File: src/rtl/cached_mem_ctrl_pkg.sv
// Shared types and width helpers for the cached memory controller.
package cached_mem_pkg;

  // Controller FSM states
  typedef enum logic [1:0] {
    IDLE   = 2'd0,
    LOOKUP = 2'd1,
    MEM_RD = 2'd2,
    MEM_WR = 2'd3
  } state_t;

  // Number of index bits for a direct-mapped cache of the given line count
  function automatic int idx_width(input int lines);
    return $clog2(lines);
  endfunction

  // Tag bits left over once the index has been taken from the word address
  function automatic int tag_width(input int addr_w, input int lines);
    return addr_w - $clog2(lines);
  endfunction

endpackage

File: src/rtl/cached_mem_ctrl_dm_cache_array.sv
// Direct-mapped cache storage: tag+data lines in a RAM with registered read,
// plus a valid-bit vector that can be cleared in a single cycle.
module dm_cache_array #(
  parameter int LINES  = 16,
  parameter int IDX_W  = 4,
  parameter int TAG_W  = 4,
  parameter int DATA_W = 32
) (
  input  logic              clk,
  input  logic              rst,
  input  logic              i_clear_all,
  input  logic              i_rd_en,
  input  logic [IDX_W-1:0]  i_rd_idx,
  output logic              o_rd_valid,
  output logic [TAG_W-1:0]  o_rd_tag,
  output logic [DATA_W-1:0] o_rd_data,
  input  logic              i_wr_en,
  input  logic [IDX_W-1:0]  i_wr_idx,
  input  logic [TAG_W-1:0]  i_wr_tag,
  input  logic [DATA_W-1:0] i_wr_data
);

  logic [TAG_W+DATA_W-1:0] r_mem [LINES];
  logic [TAG_W+DATA_W-1:0] r_rd_line;
  logic [LINES-1:0]        r_valid;
  logic                    r_rd_valid;
  logic [LINES-1:0]        w_line_set;

  // One-hot decode of the line being written, used to set its valid bit
  generate
    for (genvar gi = 0; gi < LINES; gi++) begin : g_line_sel
      assign w_line_set[gi] = i_wr_en && (i_wr_idx == IDX_W'(gi));
    end
  endgenerate

  // Valid bits: cleared by reset or flush, set when a line is written
  always_ff @(posedge clk) begin
    if (rst || i_clear_all) begin
      r_valid <= '0;
    end else begin
      r_valid <= r_valid | w_line_set;
    end
  end

  // Tag/data RAM: one write port and one registered read port
  always_ff @(posedge clk) begin
    if (i_wr_en) begin
      r_mem[i_wr_idx] <= {i_wr_tag, i_wr_data};
    end
    if (i_rd_en) begin
      r_rd_line <= r_mem[i_rd_idx];
    end
  end

  // Valid bit read alongside the RAM so both arrive in the same cycle
  always_ff @(posedge clk) begin
    if (rst) begin
      r_rd_valid <= 1'b0;
    end else if (i_rd_en) begin
      r_rd_valid <= r_valid[i_rd_idx];
    end
  end

  assign o_rd_valid = r_rd_valid;
  assign o_rd_tag   = r_rd_line[TAG_W+DATA_W-1:DATA_W];
  assign o_rd_data  = r_rd_line[DATA_W-1:0];

endmodule

File: src/rtl/cached_mem_ctrl.sv
// Write-through direct-mapped cache controller sitting between the pipeline
// MEM stage and a backing RAM. Holds the FSM, request latch, memory port and
// hit/miss counters; line storage lives in dm_cache_array.
module cached_mem_ctrl
  import cached_mem_pkg::*;
#(
  parameter int ADDR_W      = 8,
  parameter int DATA_W      = 32,
  parameter int LINES       = 16,
  parameter int WRITE_ALLOC = 1,
  parameter int CNT_W       = 16
) (
  input  logic              clk,
  input  logic              rst,
  input  logic              req_valid,
  output logic              req_ready,
  input  logic              req_write,
  input  logic [ADDR_W-1:0] req_addr,
  input  logic [DATA_W-1:0] req_wdata,
  output logic              resp_valid,
  output logic [DATA_W-1:0] resp_rdata,
  input  logic              flush,
  output logic              mem_req,
  output logic              mem_write,
  output logic [ADDR_W-1:0] mem_addr,
  output logic [DATA_W-1:0] mem_wdata,
  input  logic              mem_ack,
  input  logic [DATA_W-1:0] mem_rdata,
  output logic [CNT_W-1:0]  hit_cnt,
  output logic [CNT_W-1:0]  miss_cnt
);

  localparam int IDX_W = idx_width(LINES);
  localparam int TAG_W = tag_width(ADDR_W, LINES);

  state_t              r_state;
  logic                r_write;
  logic [ADDR_W-1:0]   r_addr;
  logic [DATA_W-1:0]   r_wdata;
  logic                r_resp_valid;
  logic [DATA_W-1:0]   r_resp_rdata;
  logic                r_mem_req;
  logic                r_mem_write;
  logic [CNT_W-1:0]    r_hit_cnt;
  logic [CNT_W-1:0]    r_miss_cnt;

  logic                w_accept;
  logic                w_clear;
  logic                w_hit;
  logic                w_rd_valid;
  logic [TAG_W-1:0]    w_rd_tag;
  logic [DATA_W-1:0]   w_rd_data;
  logic [TAG_W-1:0]    w_req_tag;
  logic                w_wr_en;
  logic [DATA_W-1:0]   w_wr_data;

  // Flush only counts in IDLE and blocks acceptance in that same cycle
  assign req_ready = (r_state == IDLE) && !flush;
  assign w_accept  = req_valid && req_ready;
  assign w_clear   = flush && (r_state == IDLE);

  assign w_req_tag = r_addr[ADDR_W-1:IDX_W];
  assign w_hit     = w_rd_valid && (w_rd_tag == w_req_tag);

  // Lines are written by a write in LOOKUP (allocate or hit) or by a read fill
  assign w_wr_en   = ((r_state == LOOKUP) && r_write && ((WRITE_ALLOC != 0) || w_hit)) ||
                     ((r_state == MEM_RD) && mem_ack);
  assign w_wr_data = r_write ? r_wdata : mem_rdata;

  dm_cache_array #(
    .LINES  (LINES),
    .IDX_W  (IDX_W),
    .TAG_W  (TAG_W),
    .DATA_W (DATA_W)
  ) u_array (
    .clk         (clk),
    .rst         (rst),
    .i_clear_all (w_clear),
    .i_rd_en     (w_accept),
    .i_rd_idx    (req_addr[IDX_W-1:0]),
    .o_rd_valid  (w_rd_valid),
    .o_rd_tag    (w_rd_tag),
    .o_rd_data   (w_rd_data),
    .i_wr_en     (w_wr_en),
    .i_wr_idx    (r_addr[IDX_W-1:0]),
    .i_wr_tag    (w_req_tag),
    .i_wr_data   (w_wr_data)
  );

  // Controller FSM with registered response, memory strobes and counters
  always_ff @(posedge clk) begin
    if (rst) begin
      r_state      <= IDLE;
      r_write      <= 1'b0;
      r_addr       <= '0;
      r_wdata      <= '0;
      r_resp_valid <= 1'b0;
      r_resp_rdata <= '0;
      r_mem_req    <= 1'b0;
      r_mem_write  <= 1'b0;
      r_hit_cnt    <= '0;
      r_miss_cnt   <= '0;
    end else begin
      r_resp_valid <= 1'b0;
      case (r_state)
        IDLE: begin
          if (w_accept) begin
            r_write <= req_write;
            r_addr  <= req_addr;
            r_wdata <= req_wdata;
            r_state <= LOOKUP;
          end
        end
        LOOKUP: begin
          if (r_write) begin
            r_mem_req   <= 1'b1;
            r_mem_write <= 1'b1;
            r_state     <= MEM_WR;
          end else if (w_hit) begin
            r_resp_rdata <= w_rd_data;
            r_resp_valid <= 1'b1;
            if (r_hit_cnt != {CNT_W{1'b1}}) begin
              r_hit_cnt <= r_hit_cnt + CNT_W'(1);
            end
            r_state <= IDLE;
          end else begin
            if (r_miss_cnt != {CNT_W{1'b1}}) begin
              r_miss_cnt <= r_miss_cnt + CNT_W'(1);
            end
            r_mem_req   <= 1'b1;
            r_mem_write <= 1'b0;
            r_state     <= MEM_RD;
          end
        end
        MEM_RD: begin
          if (mem_ack) begin
            r_resp_rdata <= mem_rdata;
            r_resp_valid <= 1'b1;
            r_mem_req    <= 1'b0;
            r_state      <= IDLE;
          end
        end
        MEM_WR: begin
          if (mem_ack) begin
            r_resp_valid <= 1'b1;
            r_mem_req    <= 1'b0;
            r_mem_write  <= 1'b0;
            r_state      <= IDLE;
          end
        end
        default: r_state <= IDLE;
      endcase
    end
  end

  // The latched request drives the memory port, so it is stable during mem_req
  assign mem_req    = r_mem_req;
  assign mem_write  = r_mem_write;
  assign mem_addr   = r_addr;
  assign mem_wdata  = r_wdata;
  assign resp_valid = r_resp_valid;
  assign resp_rdata = r_resp_rdata;
  assign hit_cnt    = r_hit_cnt;
  assign miss_cnt   = r_miss_cnt;

endmodule

File: config.mk
export PLATFORM = sky130hd
export DESIGN_NAME = cached_mem_ctrl
export DESIGN_NICKNAME = d
export VERILOG_FILES = /design/src/rtl/cached_mem_ctrl_pkg.sv /design/src/rtl/cached_mem_ctrl_dm_cache_array.sv /design/src/rtl/cached_mem_ctrl.sv
export SDC_FILE = /design/constraint.sdc
export NUM_CORES = 1
export LEC_CHECK = 0
export CAP_MARGIN = 30
export CELL_PAD_IN_SITES_DETAIL_PLACEMENT = 1
export CELL_PAD_IN_SITES_GLOBAL_PLACEMENT = 1
export CORE_ASPECT_RATIO = 1.75
export CORE_MARGIN = 1.5
export CORE_UTILIZATION = 25
export CTS_BUF_LIST = sky130_fd_sc_hd__clkbuf_2
export CTS_CLUSTER_SIZE = 25
export DETAILED_ROUTE_END_ITERATION = 8
export PLACE_DENSITY = 0.41
export SKIP_LAST_GASP = 1
export SYNTH_ARGS = -nofsm -noshare
export SYNTH_HDL_FRONTEND = slang
export SYNTH_HIERARCHICAL = 1
export SYNTH_SLANG_ARGS = --single-unit
File: constraint.sdc
create_clock -name clk -period 5.7 [get_ports clk]
set_clock_uncertainty 0.05 [all_clocks]
set_input_delay 1.14 -clock clk [delete_from_list [all_inputs] [get_ports clk]]
set_output_delay 1.14 -clock clk [all_outputs]
set_load 0.01 [all_outputs]
==> results of run 1 <==
-- worst min-delay path, delay by kind of cell --
| kind | cells | cell delay [ns] |
|---|---|---|
| AND/OR/NAND/NOR | 1 | 0.10 |
| AO/OA/AOI/OAI | 1 | 0.06 |
| buffers and inverters | 2 | 0.34 |
-- layer usage --
| metal | vias up | track usage | share of wire |
|---|---|---|---|
| met5 | - | 0 | 0 |
| met4 | 0 | 0.0455 | 0.018 |
| met3 | 134 | 0.0345 | 0.043 |
| met2 | 428 | 0.270 | 0.53 |
| met1 | 8195 | 0.176 | 0.41 |
| li1 | 6853 | - | - |
-- metrics by stage --
stage                     area (µm²)  utilization  total power, mW  setup slack, ns
final                          34400        0.305             10.3             1.63
after global routing           34400        0.305             10.9             1.28
after CTS                      34400        0.304             10.6             1.30
after detailed placement       32300        0.286             6.73             1.45
after global placement         32300        0.286             6.72             1.47
after floorplan                28500            -             6.42            0.580
-- worst max-delay path by stage --
stage,end,slack (ns)
2_1_floorplan,u_array/r_mem[0][0],0.58
3_3_place_gp,u_array/r_mem[10][14],1.47
3_5_place_dp,u_array/r_mem[10][14],1.45
4_1_cts,req_ready,1.30
5_1_grt,req_ready,1.28
6_report,req_ready,1.63
-- cell usage in the layout (no fill, tap or decap), drive strengths merged, types with 4 or more instances in the layout --
cell type and instances:
edfxtp 612, clkbuf 270, mux4 182, clkdlybuf4s50 180, dfxtp 127, nand2 98
nor2 79, clkinv 52, buf 51, a21oi 50, mux2i 36, dlygate4sd3 35
mux2 33, a211oi 33, nand3 20, xor2 20, o21a 16, nand4 15
nor3 11, and3 10, xnor2 9, o21ai 7, diode 6, bufinv 5
nor2b 4, nor4 4, inv 4, nand2b 4
-- flip-flops by register name, indices dropped and copies added, names as in the netlist, 2 cells and up --
signal / count
u_array/r_mem: 576
u_array/r_rd_line: 36
mem_wdata: 32
resp_rdata: 32
hit_cnt: 16
miss_cnt: 16
u_array/r_valid: 16
mem_addr: 8
r_state: 2
-- final cells by class --
cell class | count | area, µm²
well taps | 1485 | 1860
clock inverters | 62 | 394
flip-flops and latches | 739 | 20900
clock buffers | 270 | 1350
diodes | 6 | 15.0
inverters | 1 | 6.26
fillers | 11800 | 78600
multi-input cells | 660 | 7250
repair buffers | 266 | 2620
-- cells by family (layout without fill, tap and decap cells) --
logic type / Yosys count / in the layout / share of synthesized area
flops: 739 / 739 / 0.733
simple gates: 264 / 264 / 0.0428
mux: 251 / 251 / 0.172
compound gates: 114 / 114 / 0.0253
buf+inv: 83 / 599 / 0.0171
xor+xnor: 29 / 29 / 0.00890
fa+ha+maj: 2 / 2 / 0.000877
other cells: 0 / 6 / 0
-- power groups by stage --
stage	Clock, mW	Combinational, mW	Sequential, mW
6_report	3.74	0.649	5.95
5_1_grt	4.24	0.703	5.96
4_1_cts	4.00	0.673	5.95
3_5_place_dp	0	0.652	6.07
3_3_place_gp	0	0.646	6.07
2_1_floorplan	0	0.352	6.06
==> results.tsv, run 1 <==
metric	value	unit
TritonCTS Buffers	182	
Area Overhead vs Synth	20.6	%
Combinational Power Share	0.063	
post-layout minimum cycle time	4.07	ns
total negative slack	0	ns
clk slew on worst S/H paths	0.11	ns
final hold slack	0.238	ns
first-pass GRT wire length	124000	µm
final non-filler cell total	3489	
chip height	450	µm
P_int	7.70	mW
drt via density	4.47	
hold depth	4	
Clock Sinks	739	
critical path required time	4.51	ns
postcts setup bufs	0	
vias	15600	
Seq cells post-synth	739	
worst reg-to-reg path cell count	5	
Critical Path AT	2.88	ns
status	finished clean	
Final Hold Vio Count	0	
Tightest Hold Check Type	in2reg	
routability cong.	0.720	
Hold Path End	mem_addr[2]	
first-pass iteration count of the detailed router	4	
worst path bufs/invs	1	
Critical Path Max Stage Delay	0.62	ns
Post-synth top cells	edfxtp_1, mux4_2, dfxtp_1	
leakage	11.2	nW
Post-Syn Area	28500	µm²
pin count of the biggest net entering global routing	72	
crit-path leading delay family	buffers and inverters	
dpl cells	3115	
hold path startpoint	req_addr[2]	
share of power burned in registers	0.575	
Worst R2R Setup Slack	2.46	ns
CP cell instances	nor3_1 > clkdlybuf4s50_1	
CP Class	reg2out	
core area	113000	µm²
part of the cycle the worst path needs	0.715	
drt drc	0	
critical path startpoint	r_state[0]	
Final ANT Viol Nets	0	
most numerous cell in the Yosys netlist	edfxtp_1	
H-tree levels	4	
Post-CTS Hold Fix Bufs	35	
ys async rst share	0	
Clock Tree Buf Depth	3	
fmax	245	MHz
Initial DRC Count	754	
WL per Instance	24.7	µm
share of cells above drive strength 1	0.282	
share of Yosys cell area claimed by the top area cell type	0.644	
fin nets	1930	
clock share of power	0.362	
Congestion Overflow GR	0	
YS warnings	6	
Mapped Cells	1482	
GRT Resource Usage Total	0.150	
Clk Latency, worst-skew pair	1.46	ns
Max VDD drop	0.163	mV
Initial Util	0.253	
largest cells by area after synthesis	edfxtp_1, mux4_2, dfxtp_1, mux4_1, mux2_2	
RSZ-0062 raised after global routing	no	
number of gates resized after CTS	0	
CP Depth	2	
die area	116000	µm²
Final HPWL DP	50700	µm
RR Startpoint	r_write	
reg-to-reg endpoint	u_array/r_mem[10][7]	
cell taking the most area after synthesis	edfxtp_1	
sw power	2.64	mW
critical path's slowest cell	clkdlybuf4s50_1	
Root Driver	clkbuf_2	
Synthesized Nets	1562	
Slew @ Worst Pin	0.976	ns
Setup violations, final	0	
Mean Syn Cell Area	19.3	µm²
number of flops mapped to enable cells by yosys	612	
Setup crit start kind	register	
die extent in x	258	µm
CTS tree	done	
initial antenna violation count	3	
Row Count	163	
Relative slew margins	0.343	
most common flop cell mapped by yosys	edfxtp_1	
Cell Pwr Density	300	nW/µm²
Max-Cap Viols	0	
Crit Path Max Fanout	8	
PortBufs	185	
Switching Fraction	0.256	
Distinct cells, synth	51	
total wire length	86100	µm
Pins Over Slew Limit	0	
# IOs	186	
Worst setup EP type	output pin	
vias in the first global route	17300	
sequential element share of the synthesized area	0.733	
Note: power is estimated with default switching activity, not from simulation.
==> run 2: changes to the inputs <==
--- a/config.mk
+++ b/config.mk
@@ -14,7 +14,7 @@
 export CTS_BUF_LIST = sky130_fd_sc_hd__clkbuf_2
 export CTS_CLUSTER_SIZE = 25
 export DETAILED_ROUTE_END_ITERATION = 8
-export PLACE_DENSITY = 0.41
+export PLACE_DENSITY = 0.42
 export SKIP_LAST_GASP = 1
 export SYNTH_ARGS = -nofsm -noshare
 export SYNTH_HDL_FRONTEND = slang
==> constraint.sdc (replaced) <==
create_clock -name clk -period 3.45 [get_ports clk]
set_clock_uncertainty 0.05 [all_clocks]
set_input_delay 0.69 -clock clk [delete_from_list [all_inputs] [get_ports clk]]
set_output_delay 0.69 -clock clk [all_outputs]
set_load 0.01 [all_outputs]
==> run 2 against run 1 <==
First-iteration DRC count increased by 5.3%. Power increased by 63%. Non-clock buffer count increased by 113. Critical path type unchanged. Sequential share of layout area decreased by 2.3 points.
==> results.tsv, run 2 (synthesis gave the netlist of run 1 again) <==
metric	value	unit	change
Worst Slack Setup Final	0.266	ns	-1.36 ns
total wire length	86200	µm	+0.13%
CP cell instances	clkdlybuf4s50_1		
Area Overhead vs Synth	25.7	%	
largest registers	u_array/r_mem: 576 flops, u_array/r_rd_line: 36 flops		
final non-filler cell total	3600		+3.2%
Max-Cap Viols	0		unchanged
Max VDD drop	0.358	mV	+120%
die area	116000	µm²	unchanged
routability cong.	0.710		-1.3%
Relative slew margins	0.305		-0.0376
post-layout minimum cycle time	3.18	ns	
Pins Over Slew Limit	0		unchanged
Metal-1 WL	33800	µm	-3.6%
Worst setup EP type	output pin		
Crit Path Max Fanout	4		-4
vias	16000		+2.8%
worst path bufs/invs	1		unchanged
most frequent cells in the layout	edfxtp_1, clkbuf_2, mux4_2, clkdlybuf4s50_1, dlygate4sd3_1		
critical path's slowest cell	clkdlybuf4s50_1		
leakage	11.9	nW	+6.0%
critical path startpoint	miss_cnt[13]		
Root Driver	clkbuf_2		
Final Hold Vio Count	0		unchanged
WL per Instance	23.9	µm	-3.0%
part of the cycle the worst path needs	0.923		
Initial DRC Count	794		+5.3%
clock share of power	0.347		-0.015
vias in the first global route	18000		+4.1%
Critical Path Max Stage Delay	0.56	ns	-0.06 ns
Tightest Hold Check Type	in2reg		
DR top layer	met4		
most common cell after layout, fill and taps aside	edfxtp_1		
Final ANT Viol Nets	0		unchanged
first-pass iteration count of the detailed router	5		+1
drt drc	0		unchanged
core area	113000	µm²	unchanged
Congestion Overflow GR	0		unchanged
metal2 WL	46700	µm	+2.0%
Final Power	16.9	mW	+63%
Setup violations, final	0		unchanged
initial antenna violation count	4		+1
pin count of the biggest net entering global routing	80		+11%
largest reg by FF count	u_array/r_mem		
Initial Util	0.253		unchanged
sw power	4.35	mW	+65%
Critical Path AT	2.44	ns	-0.44 ns
hold depth	4		unchanged
share of power burned in registers	0.582		+0.007
hold path startpoint	req_wdata[27]		
Hold Path End	mem_wdata[27]		
GRT Resource Usage Total	0.151		+0.00104
Switching Fraction	0.258		+0.00254
final hold slack	0.298	ns	+0.0600 ns
clk slew on worst S/H paths	0.10	ns	about the same
Setup crit start kind	register		
dpl cells	3136		+0.67%
status	finished clean		
fin nets	2041		+5.8%
# IOs	186		unchanged
Clk Latency, worst-skew pair	1.48	ns	+0.02 ns
H-tree levels	4		unchanged
chip height	450	µm	unchanged
TritonCTS Buffers	180		-1.1%
CTS tree	done		
Combinational Power Share	0.070		+0.007
worst reg-to-reg path cell count	6		+1
Row Count	163		unchanged
drt via density	4.46		-0.41%
die extent in x	258	µm	unchanged
Worst R2R Setup Slack	0.57	ns	-1.89 ns
RR Startpoint	r_state[1]		
P_int	12.5	mW	+62%
Clock Tree Buf Depth	3		unchanged
Clock Sinks	739		unchanged
fmax	314	MHz	
CP Class	reg2out		
share of cells above drive strength 1	0.286		+0.00377
Cell Pwr Density	470	nW/µm²	+56%
routed wl met3	3920	µm	+5.7%
crit-path leading delay family	buffers and inverters		
critical path required time	2.71	ns	-1.80 ns
first-pass GRT wire length	125000	µm	+1.1%
Final HPWL DP	51900	µm	+2.2%
Slew @ Worst Pin	1.04	ns	+0.0655 ns
final core occ	0.317		+0.0127
reg-to-reg endpoint	u_array/r_mem[0][3]		
pre-CTS WS	-0.0207	ns	-1.47 ns
PortBufs	185		unchanged
max FFs per register	576		unchanged
[run 2: cell types whose count changed in the layout (fill, tap and decap cells not counted), moves of 26 or more]
cell / change
dlygate4sd3_1: +91
buf_12: +33
dfxtp_1: -33
dfxtp_2: +28
clkdlybuf4s50_1: -26
dlygate4sd2_1: +26
[run 2: how the worst max path moves through the flow]
stage                                      end  slack [ns]  cells after the start
after floorplan            u_array/r_mem[3][0]       -0.33                      6
after global routing             mem_wdata[23]      -0.002                      1
after CTS                          mem_addr[0]       -0.12                      1
after detailed placement  u_array/r_mem[0][35]       -0.02                      7
after global placement     u_array/r_mem[0][0]       -0.03                      7
final                             miss_cnt[13]        0.27                      1
[run 2: area by class of cell]
type | instances | area (µm²)
fill | 11800 | 77100
sequential | 739 | 21000
inverter | 1 | 6.26
clock buffer | 245 | 1230
timing repair buffer | 379 | 4080
antenna | 7 | 17.5
tap | 1485 | 1860
multi-input combinational | 660 | 7280
clock inverter | 84 | 423
[run 2: repair_timing]
action,CTS,global route
gates resized for setup,75,0
pin swaps,1,0
buffers inserted,1,1
endpoints found under the setup margin,48,1
hold endpoints to repair,448,0
hold buffers,126,0
gates cloned,0,0
[run 2: power by group through the flow]
stage               Clock, mW  Combinational [mW]  Sequential, mW
floorplan                   0               0.582            10.0
global placement            0                1.09            10.0
detailed placement          0                1.11            10.0
CTS                      6.23                1.23            9.82
global route             6.62                1.29            9.83
finish                   5.86                1.19            9.82
[run 2: routing by layer]
layer,GRT usage,vias to the layer above
met3,0.0349,121
met4,0.0497,0
li1,-,7074
met1,0.171,8375
met2,0.276,470
met5,0,-
[run 2: stage by stage]
step	setup TNS [ns]	area [µm²]
2_1_floorplan	-36.46	28600
3_3_place_gp	-0.731	32800
3_5_place_dp	-0.455	32900
4_1_cts	-0.123	35800
5_1_grt	-0.00267	35900
6_report	0	35900
